--- config.mk ---
export PLATFORM = sky130hd
export DESIGN_NAME = voice_scheduler
export DESIGN_NICKNAME = d
export VERILOG_FILES = /design/src/rtl/voice_scheduler.sv
export SDC_FILE = /design/constraint.sdc
export NUM_CORES = 1
export LEC_CHECK = 0
export CAP_MARGIN = 20
export CORE_UTILIZATION = 60
export CTS_BUF_LIST = sky130_fd_sc_hd__clkbuf_8
export CTS_CLUSTER_SIZE = 20
export DETAILED_ROUTE_END_ITERATION = 6
export MAX_ROUTING_LAYER = met4
export PLACE_DENSITY = 0.82
export SLEW_MARGIN = 20
export SYNTH_ARGS = -nofsm -noshare
export SYNTH_HDL_FRONTEND = slang
export SYNTH_SLANG_ARGS = --single-unit
--- constraint.sdc ---
create_clock -name clk -period 9.9 [get_ports clk]
set_clock_uncertainty 0.15 [all_clocks]
set_input_delay 0.99 -clock clk [delete_from_list [all_inputs] [get_ports clk]]
set_output_delay 0.99 -clock clk [all_outputs]
set_load 0.05 [all_outputs]
--- src/rtl/voice_scheduler.sv ---
// Polyphonic voice allocator with a time-shared phase/triangle datapath.
// Ports: clk, rst (async high), ev_valid/ev_ready/ev_on/ev_key key events,
//   ev_drop reject pulse, active voice mask, pcm/pcm_valid mixed sample.
// Build option: SCHED_STEAL_EN makes a full note-on steal a voice
//   round-robin instead of dropping it.
module voice_scheduler #(
    parameter int NVOICES    = 4,
    parameter int ACC_W      = 28,
    parameter int INC_W      = 18,
    parameter int SAMPLE_DIV = 256
) (
    input  logic               clk,
    input  logic               rst,
    input  logic               ev_valid,
    output logic               ev_ready,
    input  logic               ev_on,
    input  logic [3:0]         ev_key,
    output logic               ev_drop,
    output logic [NVOICES-1:0] active,
    output logic [15:0]        pcm,
    output logic               pcm_valid
);

    localparam int LG = $clog2(NVOICES);
    localparam int DW = $clog2(SAMPLE_DIV);
    localparam int SW = 16 + LG;

    localparam logic [1:0] S_IDLE = 2'd0;
    localparam logic [1:0] S_UPD  = 2'd1;
    localparam logic [1:0] S_OUT  = 2'd2;

    logic [1:0]       state;
    logic [LG-1:0]    v;
    logic [DW-1:0]    div;
    logic             tick;
    logic [ACC_W-1:0] acc [NVOICES];
    logic [INC_W-1:0] inc [NVOICES];
    logic [3:0]       key [NVOICES];
    logic [SW-1:0]    sum;
    logic [SW-1:0]    sum_nxt;
    logic [ACC_W-1:0] acc_cur;
    logic [15:0]      tri_w;
    logic             hs;
    logic             hit;
    logic             fr;
    logic [LG-1:0]    hit_idx;
    logic [LG-1:0]    fr_idx;
`ifdef SCHED_STEAL_EN
    logic [LG-1:0]    rr_ptr;
`endif

    function automatic logic [INC_W-1:0] inc_of(input logic [3:0] k);
        logic [3:0]  s;
        logic [15:0] b;
        s = (k >= 4'd12) ? k - 4'd12 : k;
        case (s)
            4'd0:    b = 16'd8779;
            4'd1:    b = 16'd9301;
            4'd2:    b = 16'd9854;
            4'd3:    b = 16'd10440;
            4'd4:    b = 16'd11060;
            4'd5:    b = 16'd11718;
            4'd6:    b = 16'd12415;
            4'd7:    b = 16'd13153;
            4'd8:    b = 16'd13935;
            4'd9:    b = 16'd14764;
            4'd10:   b = 16'd15642;
            default: b = 16'd16572;
        endcase
        return (k >= 4'd12) ? INC_W'({b, 1'b0}) : INC_W'(b);
    endfunction

    assign tick      = (div == DW'(SAMPLE_DIV - 1));
    assign ev_ready  = (state == S_IDLE) && !rst;
    assign pcm_valid = (state == S_OUT);
    assign hs        = ev_valid && ev_ready;

    // Descending scan so the lowest matching index wins.
    always_comb begin
        hit     = 1'b0;
        hit_idx = '0;
        fr      = 1'b0;
        fr_idx  = '0;
        for (int i = NVOICES - 1; i >= 0; i--) begin
            if (active[i] && key[i] == ev_key) begin
                hit     = 1'b1;
                hit_idx = LG'(i);
            end
            if (!active[i]) begin
                fr     = 1'b1;
                fr_idx = LG'(i);
            end
        end
    end

    // Triangle folds on the accumulator MSB, using the pre-add value.
    always_comb begin
        acc_cur = acc[v];
        tri_w   = acc_cur[ACC_W-2 -: 16];
        if (acc_cur[ACC_W-1]) tri_w = ~tri_w;
        sum_nxt = sum + (active[v] ? SW'(tri_w) : '0);
    end

    always_ff @(posedge clk or posedge rst) begin
        if (rst) begin
            state   <= S_IDLE;
            v       <= '0;
            div     <= '0;
            sum     <= '0;
            pcm     <= '0;
            active  <= '0;
            ev_drop <= 1'b0;
            for (int i = 0; i < NVOICES; i++) begin
                acc[i] <= '0;
                inc[i] <= '0;
                key[i] <= '0;
            end
`ifdef SCHED_STEAL_EN
            rr_ptr  <= '0;
`endif
        end else begin
            div     <= tick ? '0 : div + 1'b1;
            ev_drop <= 1'b0;
            case (state)
                S_IDLE: begin
                    if (hs) begin
                        if (ev_on) begin
                            if (hit) begin
                                acc[hit_idx] <= '0;
                            end else if (fr) begin
                                key[fr_idx]    <= ev_key;
                                inc[fr_idx]    <= inc_of(ev_key);
                                acc[fr_idx]    <= '0;
                                active[fr_idx] <= 1'b1;
                            end else begin
`ifdef SCHED_STEAL_EN
                                key[rr_ptr] <= ev_key;
                                inc[rr_ptr] <= inc_of(ev_key);
                                acc[rr_ptr] <= '0;
                                rr_ptr      <= rr_ptr + 1'b1;
`else
                                ev_drop <= 1'b1;
`endif
                            end
                        end else if (hit) begin
                            active[hit_idx] <= 1'b0;
                            acc[hit_idx]    <= '0;
                        end
                    end
                    if (tick) begin
                        state <= S_UPD;
                        v     <= '0;
                    end
                end
                S_UPD: begin
                    acc[v] <= active[v] ? acc[v] + ACC_W'(inc[v]) : '0;
                    sum    <= sum_nxt;
                    if (v == LG'(NVOICES - 1)) begin
                        state <= S_OUT;
                        // Loaded here so pcm is already new while pcm_valid is high.
                        pcm   <= 16'(sum_nxt >> LG);
                    end else begin
                        v <= v + 1'b1;
                    end
                end
                S_OUT: begin
                    sum   <= '0;
                    state <= S_IDLE;
                end
                default: state <= S_IDLE;
            endcase
        end
    end

endmodule
Yosys cells after proc, flatten, opt, wreduce, memory -nomap -nowiden
Memories as Yosys holds them, arrays and structs flattened.
Index checks and enable logic that the tools add are counted.
W data, S select, Z words.
{ "classes": {"muxes": 74, "n_bitwise": 12, "eq_ne": 15, "n_lt_le_gt_ge": 12, "n_reduce_logical": 23, "n_addsub": 5} }
{ "ops": {"columns": ["op", "n"], "rows": [
  ["$mux W112", 5],
  ["$and A112 B112 Y112", 2],
  ["$not A112 Y112", 2],
  ["$pmux W112 S2", 1],
  ["$demux W28 S2", 3],
  ["$mux W28", 6],
  ["$bwmux W112", 1],
  ["$mux W16", 7],
  ["$bwmux W72", 1],
  ["$bmux W28 S2", 1],
  ["$mux W18", 3],
  ["$bmux W18 S2", 1],
  ["$demux W18 S2", 1],
  ["$pmux W18 S2", 1],
  ["$add A28 B18 Y28", 1],
  ["$mux W2", 12],
  ["$mux W4", 6],
  ["$add A18 B16 Y18", 1],
  ["$mux W17", 1],
  ["$bwmux W16", 1],
  ["$eq A4 B4 Y1", 4],
  ["$mux W1", 16],
  ["$not A16 Y16", 1],
  ["$logic_and A1 B1 Y1", 11],
  ["30 further kinds", 52]
]} }
{ "word_totals": {"word_cells": 161, "memories": 1, "romBits": 240, "regBits": 251, "out_inout_bits": 23} }
{ "mem_list": {"columns": ["memory", "depth", "width", "rd", "rd_clocked_by_memory_dff", "write_ports", "line_no", "text"], "rows": [
  ["(no name shown)", 16, 15, 1, 0, 0, "56", "case (s)"]
]} }

Longest topological paths before layout
{ "logic_depth": {"depth_word": 17, "mapped_depth": 16, "ltp_nobuf": 14} }

Worst setup path before layout
No wires, ideal clock.
{ "synth_path": {"path_kind": "register -> register", "from": "register v[0]", "to": "register acc[106] (netlist name)", "path_slack_ps": 5096, "path_stages_with_launch": 15, "synth_period_minus_slack_ps": 4804, "required_time_ps": 9629, "arrival_ps": 4533, "setup_time_ps": 121, "cell_sequence": "dfrtp_1 > buf_2 > buf_1 > buf_1 > mux4_2 > ha_1 > fa_1 > a211oi_1 > o21ai_0 > a211oi_1 > o21ai_0 > a31oi_1 > nor3_1 > xor2_1 > a22o_1"} }
{ "synth_between": {"elab_chain_cells": 8, "word_cells_on_any_way": 18} }
{ "synth_rtl": {"columns": ["element", "line_no", "text"], "rows": [
  ["start: declaration", "33", "logic [LG-1:0] v;"],
  ["start signal: assignment", "163", "v <= v + 1'b1;"],
  ["$not A2 Y3", "156", "acc[v] <= active[v] ? acc[v] + ACC_W'(inc[v]) : '0;"],
  ["$bmux W28 S2 / $bmux W18 S2 (equally long branches)", "156", null],
  ["$mux W28 (implied by the code) / $mux W18 (equally long branches) (2 in a row)", "156", null],
  ["$add A28 B18 Y28", "156", null],
  ["$mux W28", "156", null],
  ["$bwmux W112 *", "156", null],
  ["$pmux W112 S2 *", "124", "case (state)"],
  ["end signal: indexed assignment", "156", null],
  ["end: declaration", "36", "logic [ACC_W-1:0] acc [NVOICES];"]
]} }
Mark *: on every way between the ends. The rest lies on a longest branch, timed or not. The select of a mux whose other input is x is not followed.
A chain may end at the register's enable or synchronous reset.

Final worst setup path
{ "layout_path": {"from": "register v[0]", "to": "register pcm[12]"} }
{ "layout_between": {"elab_chain_cells": 8, "word_cells_on_any_way": 12} }
{ "layout_rtl": {"columns": ["element", "line_no", "text"], "rows": [
  ["$not A2 Y3 (implied by the code)", "98", "acc_cur = acc[v];"],
  ["$bmux W28 S2", "98", null],
  ["$mux W28 (implied by the code) (2 in a row)", "98", null],
  ["$not A16 Y16", "100", "if (acc_cur[ACC_W-1]) tri_w = ~tri_w;"],
  ["$mux W16", "100", null],
  ["$mux W16", "101", "sum_nxt = sum + (active[v] ? SW'(tri_w) : '0);"],
  ["$add A18 B16 Y18", "101", null],
  ["end signal: assignment", "161", "pcm <= 16'(sum_nxt >> LG);"],
  ["end: declaration", "20", "output logic [15:0] pcm,"]
]} }
Parallel ways exist; a longest one is shown, timed or not. The select of a mux whose other input is x is not followed.

==> metrics.txt <==
asr flop ratio synth=100%; Max Fanout on Critical Path=38; Die Ht=149 um; dpl ws=around 4.8 ns; outcome=complete, no violations; share of the synthesized area in the top cell type=47.1%; number of flops mapped to enable cells by yosys=0; core region area=~21000 um2; vias in the first global route=9475; Post-DP Area=~13000 um2; Pins Over Slew Limit=0; layout overhead on the synthesized area=9.88%; Hold WC Path Type=register to register; Mapped Cells=around 1100; Port Buffers=30; Clock power frac=around a third; Tot Pwr=approximately 2.9 mW; main flop type after synthesis=dfrtp_1; total global routing overflow=0; TritonCTS Buffers=40; post-synth top area cell=dfrtp_1; wire length per cell=around 20 um; GRT Total Usage=29.3%; hold path depth=2; fin worst setup slack=approximately 4.7 ns; Hold Fails Final Rpt=0; Reg clk slew, reported paths=0.06 ns; Sequential Power Share=between 40% and 50%; ant diodes=0; die width=between 100 and 150 um; TritonRoute pass-1 iters=5; global-route wire length before repair=roughly 49000 um; Initial DRC Count=657; Max-slew headroom=approximately a third; Post-Syn Area=12900 um2; cells on worst reg2reg path=14; Worst EP arrival=~5.4 ns; hpwl dp=19100 um; Worst R2R End=pcm[12]$_DFFE_PP0P_; placer congestion estimate=a little under 0.9; worst-margin pin slew=slightly above 1 ns; internal power=between 1.5 and 2 mW; FMAX=0.194 GHz; Worst Hold Launch=acc[33]$_DFFE_PP0P_; CP startpoint kind=register; clk buf depth=3; Via density=6.27; Max Cap Violations=0; Rows=53; post-CTS resize count=0; VDD IR max=between 0.00015 and 0.0002 V; antenna violations before repair=0; CTS tree=built; Sw Ratio=32.0%; NetSw=921 uW; hold endpoint=acc[33]$_DFFE_PP0P_; worst r2r src=v[0]$_DFFE_PP0P_; DRC Markers=0; final setup violating endpoints=0; Final Cell Area=between 10000 and 15000 um2; Initial Utilization=61.3%; crit end category=register; setup repair bufs after CTS=0; Root Driver=clkbuf_8; Die ar.=~22000 um2; FF+latch count, synth=about 240; H-tree depth=2; syn nets=~1200; setup_tns=0 ns; post-synth cell types=71; RSZ-0062 raised after global routing=no; period utilization=roughly 52%; critical setup path kind=register to register; clock sink total=243; crit path time final=~5.2 ns; Ys Warns=0; Worst Setup SP=v[0]$_DFFE_PP0P_; Leak Pwr=6.29 nW; CP Data Required Time=about 10 ns; Post-Syn Area per Cell=~11 um2; largest net degree at the start of global routing=between 100 and 150; Power Dens Cells=203 nW/um2; power share of the combinational group=around 23%; synth top area cells=dfrtp_1 47%, mux4_2 7.7%, mux2_2 4.9%, ha_1 4.6%, a22o_1 3.3%; sequential-to-total area share from yosys stat=47.1%; # IOs=31; fin nets=approximately 1200; share of layout cells above drive strength 1=between 15 and 20%; Post-DRT Antenna Nets=0; worst-skew pair later-pin latency=0.56 ns; Post-CTS Hold Buffers=0; r2r setup slk=4.74 ns; detailed-route via count=9161; Post-Route WL=around 30000 um
## cell usage in the layout, fill, tap and decap left out, types with 6 or more instances in the layout
master and instances:
mux2i_1 7, a22o_1 49, a211oi_1 6, inv_1 49, clkdlybuf4s50_1 30, a21oi_1 53, o2bb2ai_1 44, nor2b_1 9
nand2_1 88, mux2_2 56, nor2_1 83, and3_1 8, o22ai_1 18, xnor2_1 40, o21a_1 6, a21o_1 13
ha_1 48, mux4_2 44, nand3_1 19, o21ai_0 59, buf_4 9, xor2_1 32, dfrtp_1 241, nor3_1 19
a31oi_1 6, clkbuf_8 57
## cell families (layout without fill, tap and decap cells)
group                      Yosys count  after routing  synth area share (%)
xor gates and xnor gates            72             72                  4.88
adders and majority gates           50             50                  4.96
buffers and inverters              103            155                  3.69
DFF                                243            243                  47.1
AOI/OAI and AO/OA                  301            301                  16.8
and+or+nand+nor                    256            256                  9.38
muxes                              109            109                  13.3
## routing by layer
metal | part of all wire (%) | track usage (%) | up-vias
met3 | 5.7 | 4.40 | 49
met5 | 0 | - | -
li1 | - | - | 4196
met2 | 49 | 46.8 | 303
met4 | 2.6 | 10.3 | 0
met1 | 43 | 38.5 | 4613
## area by class of cell
type,instances,area (um2)
fillers,1515,6890
multi-input cells,788,6360
flip-flops and latches,243,6080
clock buffers,57,785
repair buffers,40,383
well taps,275,344
inverters,43,169
clock inverters,15,70.1
## state kept, by name, indices dropped and copies added (netlist names)
name	cells
acc	112
active	4
div	8
ev_drop	1
inc	64
key	16
pcm	16
state	2
sum	18
v	2
## how the worst max path moves through the flow
| stage | depth (start not counted) | end |
|---|---|---|
| global route | 14 | pcm[12]$_DFFE_PP0P_ |
| finish | 14 | pcm[12]$_DFFE_PP0P_ |
| global placement | 8 | inc[20]$_DFFE_PP0P_ |
| floorplan | 1 | acc[0]$_DFFE_PP0P_ |
| detailed placement | 8 | inc[24]$_DFFE_PP0P_ |
| CTS | 14 | pcm[12]$_DFFE_PP0P_ |
## critical path, stage by stage (launching register included)
cell and delay, ns:
dfrtp_2 0.71, buf_4 0.64, mux4_2 0.85, xnor2_1 0.23, nor2_1 0.06, ha_1 0.22, fa_1 0.45, a211o_1 0.29
o211ai_1 0.18, a21oi_1 0.15, a21bo_2 0.25, a41oi_1 0.27, nor2b_1 0.21, xor2_1 0.20, o21ai_0 0.12
## power by group through the flow
stage                     combinational (mW)  clock (mW)  sequential, mW
after floorplan                        0.511           0            1.27
after global placement                 0.630           0            1.28
after detailed placement               0.656           0            1.29
after CTS                              0.662       0.940            1.28
after global routing                   0.723       0.986            1.30
final                                  0.668       0.931            1.28
## cell usage after synthesis, drive strengths merged, types with 2 or more instances
master,number
nor3,20
mux2,58
nor2,85
o211ai,4
clkbuf,26
o21bai,5
and3,9
ha,48
nand3,19
o22a,4
buf,34
o22ai,18
nor4,4
o31ai,2
nand2b,5
fa,2
dfrtp,243
a211oi,7
a21oi,55
nand2,89
xor2,32
or3,3
o221ai,2
o21ai,63
xnor2,40
a22oi,2
o21a,6
a22o,49
a31oi,8
a2bb2o,4
mux4,44
o2111ai,3
a41oi,2
mux2i,7
nor2b,9
o2bb2ai,44
and2,6
nand3b,3
a211o,3
inv,43
a21o,14
## metrics by stage
step           hold WS [ns]  utilization [%]  std cells
2_1_floorplan         0.295                -       1134
3_3_place_gp          0.309             63.2       1388
3_5_place_dp          0.317             63.2       1388
4_1_cts               0.331             67.2       1460
5_1_grt               0.345             67.3       1461
6_report              0.328             67.3       1461
No activity file was read; power rests on OpenSTA's default activity.
